==> src/rtl/jtag_mem_pkg.sv <==
// Shared types and status codes for the JTAG memory burst master.
package jtag_mem_pkg;

  typedef enum logic [2:0] {
    ST_IDLE       = 3'd0,
    ST_CHECK      = 3'd1,
    ST_WAIT_WDATA = 3'd2,
    ST_BUS_REQ    = 3'd3,
    ST_RESP       = 3'd4,
    ST_DONE       = 3'd5,
    ST_ERROR      = 3'd6
  } state_t;

  localparam logic [2:0] ERR_NONE     = 3'd0;
  localparam logic [2:0] ERR_MISALIGN = 3'd1;
  localparam logic [2:0] ERR_RANGE    = 3'd2;
  localparam logic [2:0] ERR_LEN      = 3'd3;
  localparam logic [2:0] ERR_DENIED   = 3'd4;
  localparam logic [2:0] ERR_BUS      = 3'd5;
  localparam logic [2:0] ERR_TIMEOUT  = 3'd6;
  localparam logic [2:0] ERR_ABORT    = 3'd7;

  // True when a status code reports any failure.
  function automatic logic is_fail(input logic [2:0] code);
    return code != ERR_NONE;
  endfunction

endpackage

==> src/rtl/jtag_mem_range_check.sv <==
// Combinational command validation: access policy, length, alignment and
// window bounds. The first failing check in priority order sets the code.
module jtag_mem_range_check
  import jtag_mem_pkg::*;
#(
  parameter int              ADDR_WIDTH   = 32,
  parameter int              DATA_WIDTH   = 32,
  parameter longint unsigned BASE_ADDR    = 64'd0,
  parameter longint unsigned WINDOW_BYTES = 64'd4096,
  parameter int              MAX_BURST    = 16,
  parameter int              LEN_W        = $clog2(MAX_BURST + 1),
  parameter logic [7:0]      MIN_LEVEL    = 8'h80
) (
  input  logic                  debug_mode,
  input  logic [7:0]            access_level,
  input  logic [ADDR_WIDTH-1:0] addr,
  input  logic [LEN_W-1:0]      len,
  output logic [2:0]            code
);

  localparam int BPW = DATA_WIDTH / 8;
  localparam int AW1 = ADDR_WIDTH + 1;
  // One extra bit so a burst that wraps the address space reads as out of range.
  localparam logic [AW1-1:0] WIN_LO = AW1'(BASE_ADDR);
  localparam logic [AW1-1:0] WIN_HI = AW1'(BASE_ADDR + WINDOW_BYTES);

  logic [AW1-1:0] burst_end_s;
  logic           denied_s;
  logic           bad_len_s;
  logic           misaligned_s;
  logic           out_of_range_s;

  // Evaluate every rule, then pick the highest-priority failure.
  always_comb begin
    burst_end_s    = {1'b0, addr} + (AW1'(len) * AW1'(BPW));
    denied_s       = !debug_mode && (access_level < MIN_LEVEL);
    bad_len_s      = (len == {LEN_W{1'b0}}) || (len > LEN_W'(MAX_BURST));
    misaligned_s   = (addr % ADDR_WIDTH'(BPW)) != {ADDR_WIDTH{1'b0}};
    out_of_range_s = ({1'b0, addr} < WIN_LO) || (burst_end_s > WIN_HI);
    if (denied_s) begin
      code = ERR_DENIED;
    end else if (bad_len_s) begin
      code = ERR_LEN;
    end else if (misaligned_s) begin
      code = ERR_MISALIGN;
    end else if (out_of_range_s) begin
      code = ERR_RANGE;
    end else begin
      code = ERR_NONE;
    end
  end

endmodule

==> src/rtl/jtag_mem_burst_master.sv <==
// JTAG-side memory burst engine: validates a command, then runs it as
// single-beat request/ack handshakes on the system bus. All outputs are
// registered from the next state so they change only on clock edges.
module jtag_mem_burst_master
  import jtag_mem_pkg::*;
#(
  parameter int              ADDR_WIDTH     = 32,
  parameter int              DATA_WIDTH     = 32,
  parameter longint unsigned BASE_ADDR      = 64'd0,
  parameter longint unsigned WINDOW_BYTES   = 64'd4096,
  parameter int              MAX_BURST      = 16,
  parameter int              TIMEOUT_CYCLES = 64,
  parameter logic [7:0]      MIN_LEVEL      = 8'h80,
  localparam int             BPW            = DATA_WIDTH / 8,
  localparam int             LEN_W          = $clog2(MAX_BURST + 1)
) (
  input  logic                  clk,
  input  logic                  reset_n,
  input  logic                  cmd_valid,
  output logic                  cmd_ready,
  input  logic                  cmd_write,
  input  logic [ADDR_WIDTH-1:0] cmd_addr,
  input  logic [LEN_W-1:0]      cmd_len,
  input  logic [BPW-1:0]        cmd_strb,
  input  logic                  wdata_valid,
  output logic                  wdata_ready,
  input  logic [DATA_WIDTH-1:0] wdata,
  output logic                  rdata_valid,
  output logic [DATA_WIDTH-1:0] rdata,
  output logic                  rdata_last,
  output logic                  done,
  output logic                  err,
  output logic [2:0]            err_code,
  input  logic                  debug_mode,
  input  logic [7:0]            access_level,
  input  logic                  abort,
  output logic                  sys_req,
  output logic                  sys_write,
  output logic [ADDR_WIDTH-1:0] sys_addr,
  output logic [DATA_WIDTH-1:0] sys_wdata,
  output logic [BPW-1:0]        sys_strb,
  input  logic                  sys_ack,
  input  logic                  sys_err,
  input  logic [DATA_WIDTH-1:0] sys_rdata
);

  localparam int TO_W = $clog2(TIMEOUT_CYCLES + 1);

  state_t                state_r;
  state_t                next_state_s;
  logic [2:0]            fail_code_s;
  logic [2:0]            chk_code_s;
  logic                  accept_s;
  logic                  beat_ok_s;
  logic                  timeout_s;
  logic                  cmd_write_r;
  logic [ADDR_WIDTH-1:0] cur_addr_r;
  logic [LEN_W-1:0]      remain_r;
  logic [BPW-1:0]        strb_r;
  logic [TO_W-1:0]       wait_cnt_r;

  assign accept_s  = (state_r == ST_IDLE) && cmd_ready && cmd_valid;
  assign beat_ok_s = (state_r == ST_BUS_REQ) && sys_ack && !sys_err;
  assign timeout_s = wait_cnt_r == TO_W'(TIMEOUT_CYCLES - 1);

  jtag_mem_range_check #(
    .ADDR_WIDTH  (ADDR_WIDTH),
    .DATA_WIDTH  (DATA_WIDTH),
    .BASE_ADDR   (BASE_ADDR),
    .WINDOW_BYTES(WINDOW_BYTES),
    .MAX_BURST   (MAX_BURST),
    .LEN_W       (LEN_W),
    .MIN_LEVEL   (MIN_LEVEL)
  ) u_range_check (
    .debug_mode  (debug_mode),
    .access_level(access_level),
    .addr        (cur_addr_r),
    .len         (remain_r),
    .code        (chk_code_s)
  );

  // State register.
  always_ff @(posedge clk or negedge reset_n) begin
    if (!reset_n) begin
      state_r <= ST_IDLE;
    end else begin
      state_r <= next_state_s;
    end
  end

  // Next-state decode and the failure code to record on entry to ERROR.
  always_comb begin
    next_state_s = state_r;
    fail_code_s  = ERR_NONE;
    case (state_r)
      ST_IDLE: begin
        if (accept_s) begin
          next_state_s = ST_CHECK;
        end else begin
          next_state_s = ST_IDLE;
        end
      end
      ST_CHECK: begin
        if (is_fail(chk_code_s)) begin
          next_state_s = ST_ERROR;
          fail_code_s  = chk_code_s;
        end else if (cmd_write_r) begin
          next_state_s = ST_WAIT_WDATA;
        end else begin
          next_state_s = ST_BUS_REQ;
        end
      end
      ST_WAIT_WDATA: begin
        if (abort) begin
          next_state_s = ST_ERROR;
          fail_code_s  = ERR_ABORT;
        end else if (wdata_valid) begin
          next_state_s = ST_BUS_REQ;
        end else begin
          next_state_s = ST_WAIT_WDATA;
        end
      end
      ST_BUS_REQ: begin
        // A bus error beats an ack; an ack in the final cycle beats the timeout.
        if (sys_err) begin
          next_state_s = ST_ERROR;
          fail_code_s  = ERR_BUS;
        end else if (sys_ack) begin
          if (remain_r == LEN_W'(1)) begin
            next_state_s = ST_DONE;
          end else begin
            next_state_s = ST_RESP;
          end
        end else if (timeout_s) begin
          next_state_s = ST_ERROR;
          fail_code_s  = ERR_TIMEOUT;
        end else begin
          next_state_s = ST_BUS_REQ;
        end
      end
      ST_RESP: begin
        if (abort) begin
          next_state_s = ST_ERROR;
          fail_code_s  = ERR_ABORT;
        end else if (cmd_write_r) begin
          next_state_s = ST_WAIT_WDATA;
        end else begin
          next_state_s = ST_BUS_REQ;
        end
      end
      ST_DONE: begin
        next_state_s = ST_IDLE;
      end
      ST_ERROR: begin
        next_state_s = ST_IDLE;
      end
      default: begin
        next_state_s = ST_IDLE;
      end
    endcase
  end

  // Command latch plus per-beat address advance and remaining-beat count.
  always_ff @(posedge clk or negedge reset_n) begin
    if (!reset_n) begin
      cmd_write_r <= 1'b0;
      cur_addr_r  <= {ADDR_WIDTH{1'b0}};
      remain_r    <= {LEN_W{1'b0}};
      strb_r      <= {BPW{1'b0}};
    end else if (accept_s) begin
      cmd_write_r <= cmd_write;
      cur_addr_r  <= cmd_addr;
      remain_r    <= cmd_len;
      strb_r      <= cmd_strb;
    end else if (beat_ok_s) begin
      cur_addr_r  <= cur_addr_r + ADDR_WIDTH'(BPW);
      remain_r    <= remain_r - LEN_W'(1);
    end else begin
      cur_addr_r  <= cur_addr_r;
      remain_r    <= remain_r;
    end
  end

  // Counts cycles spent waiting for sys_ack on the current beat.
  always_ff @(posedge clk or negedge reset_n) begin
    if (!reset_n) begin
      wait_cnt_r <= {TO_W{1'b0}};
    end else if (state_r == ST_BUS_REQ) begin
      wait_cnt_r <= wait_cnt_r + TO_W'(1);
    end else begin
      wait_cnt_r <= {TO_W{1'b0}};
    end
  end

  // Handshake and bus outputs; sys_* are loaded once per beat and held stable.
  always_ff @(posedge clk or negedge reset_n) begin
    if (!reset_n) begin
      cmd_ready   <= 1'b0;
      wdata_ready <= 1'b0;
      sys_req     <= 1'b0;
      sys_write   <= 1'b0;
      sys_addr    <= {ADDR_WIDTH{1'b0}};
      sys_wdata   <= {DATA_WIDTH{1'b0}};
      sys_strb    <= {BPW{1'b0}};
    end else begin
      cmd_ready   <= next_state_s == ST_IDLE;
      wdata_ready <= next_state_s == ST_WAIT_WDATA;
      sys_req     <= next_state_s == ST_BUS_REQ;
      if ((next_state_s == ST_BUS_REQ) && (state_r != ST_BUS_REQ)) begin
        sys_write <= cmd_write_r;
        sys_addr  <= cur_addr_r;
        sys_strb  <= cmd_write_r ? strb_r : {BPW{1'b1}};
      end else begin
        sys_write <= sys_write;
        sys_addr  <= sys_addr;
        sys_strb  <= sys_strb;
      end
      if ((state_r == ST_WAIT_WDATA) && (next_state_s == ST_BUS_REQ)) begin
        sys_wdata <= wdata;
      end else begin
        sys_wdata <= sys_wdata;
      end
    end
  end

  // Read-beat return and completion status.
  always_ff @(posedge clk or negedge reset_n) begin
    if (!reset_n) begin
      rdata_valid <= 1'b0;
      rdata_last  <= 1'b0;
      rdata       <= {DATA_WIDTH{1'b0}};
      done        <= 1'b0;
      err         <= 1'b0;
      err_code    <= ERR_NONE;
    end else begin
      rdata_valid <= beat_ok_s && !cmd_write_r;
      rdata_last  <= beat_ok_s && !cmd_write_r && (next_state_s == ST_DONE);
      if (beat_ok_s && !cmd_write_r) begin
        rdata <= sys_rdata;
      end else begin
        rdata <= rdata;
      end
      done <= (next_state_s == ST_DONE) || (next_state_s == ST_ERROR);
      if (accept_s) begin
        err      <= 1'b0;
        err_code <= ERR_NONE;
      end else if (next_state_s == ST_ERROR) begin
        err      <= 1'b1;
        err_code <= fail_code_s;
      end else begin
        err      <= err;
        err_code <= err_code;
      end
    end
  end

endmodule

==> config.mk <==
export PLATFORM = sky130hd
export DESIGN_NAME = jtag_mem_burst_master
export DESIGN_NICKNAME = d
export VERILOG_FILES = /design/src/rtl/jtag_mem_pkg.sv /design/src/rtl/jtag_mem_range_check.sv /design/src/rtl/jtag_mem_burst_master.sv
export SDC_FILE = /design/constraint.sdc
export NUM_CORES = 1
export LEC_CHECK = 0
export CAP_MARGIN = 20
export CORE_ASPECT_RATIO = 0.5
export CORE_MARGIN = 2
export CORE_UTILIZATION = 48
export CTS_CLUSTER_SIZE = 8
export DETAILED_ROUTE_END_ITERATION = 12
export DONT_BUFFER_PORTS = 1
export PLACE_DENSITY = 0.72
export SETUP_SLACK_MARGIN = 0.4
export SYNTH_ARGS = -nofsm -noshare
export SYNTH_HDL_FRONTEND = slang
export SYNTH_SLANG_ARGS = --single-unit
==> constraint.sdc <==
create_clock -name clk -period 3.3 [get_ports clk]
set_clock_uncertainty 0.15 [all_clocks]
set_input_delay 0.33 -clock clk [delete_from_list [all_inputs] [get_ports clk]]
set_output_delay 0.33 -clock clk [all_outputs]
set_load 0.005 [all_outputs]
==> flow_summary_export.csv <==
group,metric,value,unit
yosys,synth_area,8010,µm²
drt,detail_route.first_pass.iterations,5,
drt,drt_iter0_drc,538,
finish,drive_gt1_share,31.7,%
grt,grt_max_degree,164,
sta,tightest_slew,0.747,ns
status,violations,"hold timing, setup timing",
placed_design,place_ws,-0.219,ns
cts,tritoncts,"yes",
drt,drcViolationCount,0,
cts,htreeDepth,4,
grt,antenna_found_initial,0,
power_and_ir_drop,total_power,10.2,mW
drt,drtAntennaViolNets,0,
drt,routed_wl,24100,µm
power_and_ir_drop,power.density,930,nW/µm²
grt,grt_pass1_wl,36800,µm
yosys,synth-seq-cells,163,
cts,clkLatencyLatePin,0.44,ns
worst_setup_path,crit_path_start_kind,"register",
sta,period_share,109,%
finish,layout_commonest_cell,"dfrtp_1",
floorplan,start_util,49.0,%
cts,clockBufferDepth,2,
cts,cts_sinks,163,
finish,multi_input_area,3940,µm²
sta,drv_slew,0,
finish,ff_latch_area,4080,µm²
yosys,synthAdderAreaFrac,1.66,%
finish,area_growth,37.4,%
placed_design,placed_cells,999,
flow_run,cap_violations,0,
yosys,yosys_warnings,0,
yosys,synth_compound_area_share,9.95,%
yosys,synth_top_flop_cell,"dfrtp_1",
yosys,synth_nets,854,
cts,cts_root_buf,"clkbuf_16",
worst_setup_path,endpoint_kind,"register",
placed_design,portBuffers,0,
finish,stdcell_count,1159,
worst_setup_path,reg2regPathDepth,13,
drt,viasPerCell,5.67,
power_and_ir_drop,leakage,4.77,nW
worst_setup_path,crit_arrival,3.74,ns
yosys,yosys.cell_types.count,68,
placed_design,place_congestion,0.959,
yosys,postSynthCellCount,722,
sta,whs,-0.559,ns
worst_setup_path,crit_required,3.45,ns
grt,grt_pass1_vias,6656,
floorplan,placementRows,33,
floorplan,core_area,16400,µm²
sta,rsz0062_at_grt,"yes",
cts,hold_buffers,106,
drt,vias,6576,
finish,layout_common_cells,"dfrtp_1, dlygate4sd3_1, buf_4, nand2_1, mux2_2",
sta,layout_setup_ws,-0.289,ns
status,status,"finished, violations left",
sta,fmaxAchievable,0.279,GHz
floorplan,die-area,17800,µm²
grt,grt-ovfl-total,0,
yosys,synthSimpleGateAreaFrac,15.4,%
worst_setup_path,crit_fanout,6,
worst_setup_path,critical_path_class,"register to register",
cts,cts.clk_slew.worst_paths,0.08,ns
sta,min_period,3.59,ns
hold_path,hold_path_class,"primary input to asynchronous set/reset pin",
floorplan,ios,233,
finish,fin_nets,1051,
yosys,synth_area_per_cell,11.1,µm²
yosys,synth_top_family_by_area,"multiplexers",
floorplan,die_h,95.4,µm
sta,finalSetupViolCount,38,
yosys,ys_async_sr_fraction,100,%
yosys,synth_xor_area_share,2.84,%
drt,wire_per_inst,20.8,µm
yosys,synth_edf_count,0,
finish,diodes,0,
power_and_ir_drop,ir_drop,0.000531,V
finish,fill_cells,1211,
floorplan,die_w,187,µm
cts,cts_made_buffers,17,
placed_design,hpwl,15600,µm
yosys,seq_area_frac_synth,50.9,%
yosys,synth_mux_area_share,15.7,%
grt,grt_use_total,27.0,%
sta,relSlewSlack,50.0,%
sta,hold_violations,163,
-- state kept, by name, summed over array words and instances (netlist names), 4 cells and up --
name	flops
cur_addr_r	32
remain_r	5
strb_r	4
rdata	32
sys_addr	32
sys_strb	4
sys_wdata	32
wait_cnt_r	7
-- critical path, stage by stage, from the launching register on --
cell,delay (ns)
dfrtp_1,0.42
buf_6,0.15
fa_2,0.43
a21o_1,0.21
a21oi_2,0.20
xnor2_1,0.10
a2111oi_2,0.34
a31oi_2,0.17
nor4_2,0.28
and3_4,0.22
o211a_4,0.24
buf_6,0.12
buf_12,0.13
mux2_4,0.30
-- layer usage --
metal	vias to the layer above	track usage [%]	part of all wire, %
li1	3006	-	-
met1	3188	36.2	44
met2	341	42.0	45
met3	41	7.91	9.0
met4	0	9.72	1.9
met5	-	0	0
-- power breakdown --
| part | internal, mW | switching [mW] | total [mW] |
|---|---|---|---|
| logic | 2.48 | 2.10 | 4.58 |
| clock network | 1.09 | 0.871 | 1.96 |
| registers | 2.88 | 0.828 | 3.71 |
-- worst paths after layout --
path | startpoint | end | slack, ns
worst min register to register | strb_r[1] | strb_r[1] | 0.32
worst max-delay path | cur_addr_r[3] | sys_addr[9] | -0.29
min in group clk | sys_ack | state_r[2] | 0.17
max in group asynchronous | reset_n | cur_addr_r[16] | 3.35
worst max register to register | cur_addr_r[3] | sys_addr[9] | -0.29
worst min-delay path | reset_n | cur_addr_r[25] | -0.56
-- what timing repair did --
item	CTS	global route
gates resized for setup	26	34
gates cloned	3	0
buffers inserted	9	10
setup endpoints to repair	47	47
endpoints found under the hold margin	269	163
pin swaps	3	6
-- layout make-up --
cell class,instances,area share (%)
tap,227,2.58
inverter,15,0.511
multi-input combinational,501,35.8
clock inverter,14,1.31
sequential,163,37.0
timing repair buffer,221,18.8
clock buffer,18,3.99
-- cell usage after synthesis, types with 3 or more instances --
cell | instances | share of area [%]
a31oi_1 | 6 | 0.47
xnor2_1 | 12 | 1.3
a221o_1 | 7 | 0.87
nor3_1 | 21 | 1.3
nor4_2 | 3 | 0.47
nor2_1 | 50 | 2.3
and3_4 | 3 | 0.42
nor4_1 | 6 | 0.47
ha_1 | 9 | 1.4
and4_1 | 3 | 0.33
a211oi_1 | 5 | 0.47
buf_6 | 5 | 0.70
mux2_2 | 65 | 9.1
or3_1 | 8 | 0.62
a21o_1 | 6 | 0.56
xor2_1 | 14 | 1.5
nand2_1 | 77 | 3.6
buf_2 | 11 | 0.69
dfrtp_1 | 163 | 51
mux2_1 | 7 | 0.98
and2_1 | 3 | 0.23
a22o_1 | 3 | 0.33
and3_1 | 9 | 0.70
nand3_1 | 25 | 1.6
nand4_1 | 17 | 1.3
o21ai_0 | 31 | 1.9
nor4b_1 | 4 | 0.44
inv_1 | 15 | 0.70
o311ai_0 | 3 | 0.33
clkbuf_1 | 20 | 0.94
nand2b_1 | 7 | 0.55
a21oi_1 | 19 | 1.2
nor3b_1 | 3 | 0.28
o22ai_1 | 4 | 0.31
mux2_4 | 30 | 5.6
o211ai_1 | 7 | 0.66
buf_1 | 3 | 0.14
buf_4 | 4 | 0.37
-- per-stage QoR --
stage	cell area, µm²	TNS [ns]	utilization, %	hold WS, ns
CTS	10800	-4.91	65.8	-0.577
global route	11000	-14.86	67.3	-0.584
floorplan	8040	-2.56	-	-0.116
global placement	8830	-5.16	54.0	-0.112
detailed placement	8830	-7.24	54.0	-0.113
finish	11000	-9.53	67.3	-0.559
-- cells by family (layout without fill, tap and decap cells) --
group           Yosys count  in the layout
simple gates            247            247
xor+xnor                 26             26
buf+inv                  58            268
fa+ha+maj                10             10
mux                     102            102
flops                   163            163
compound gates          116            116
No activity file was read; power rests on OpenSTA's default activity.
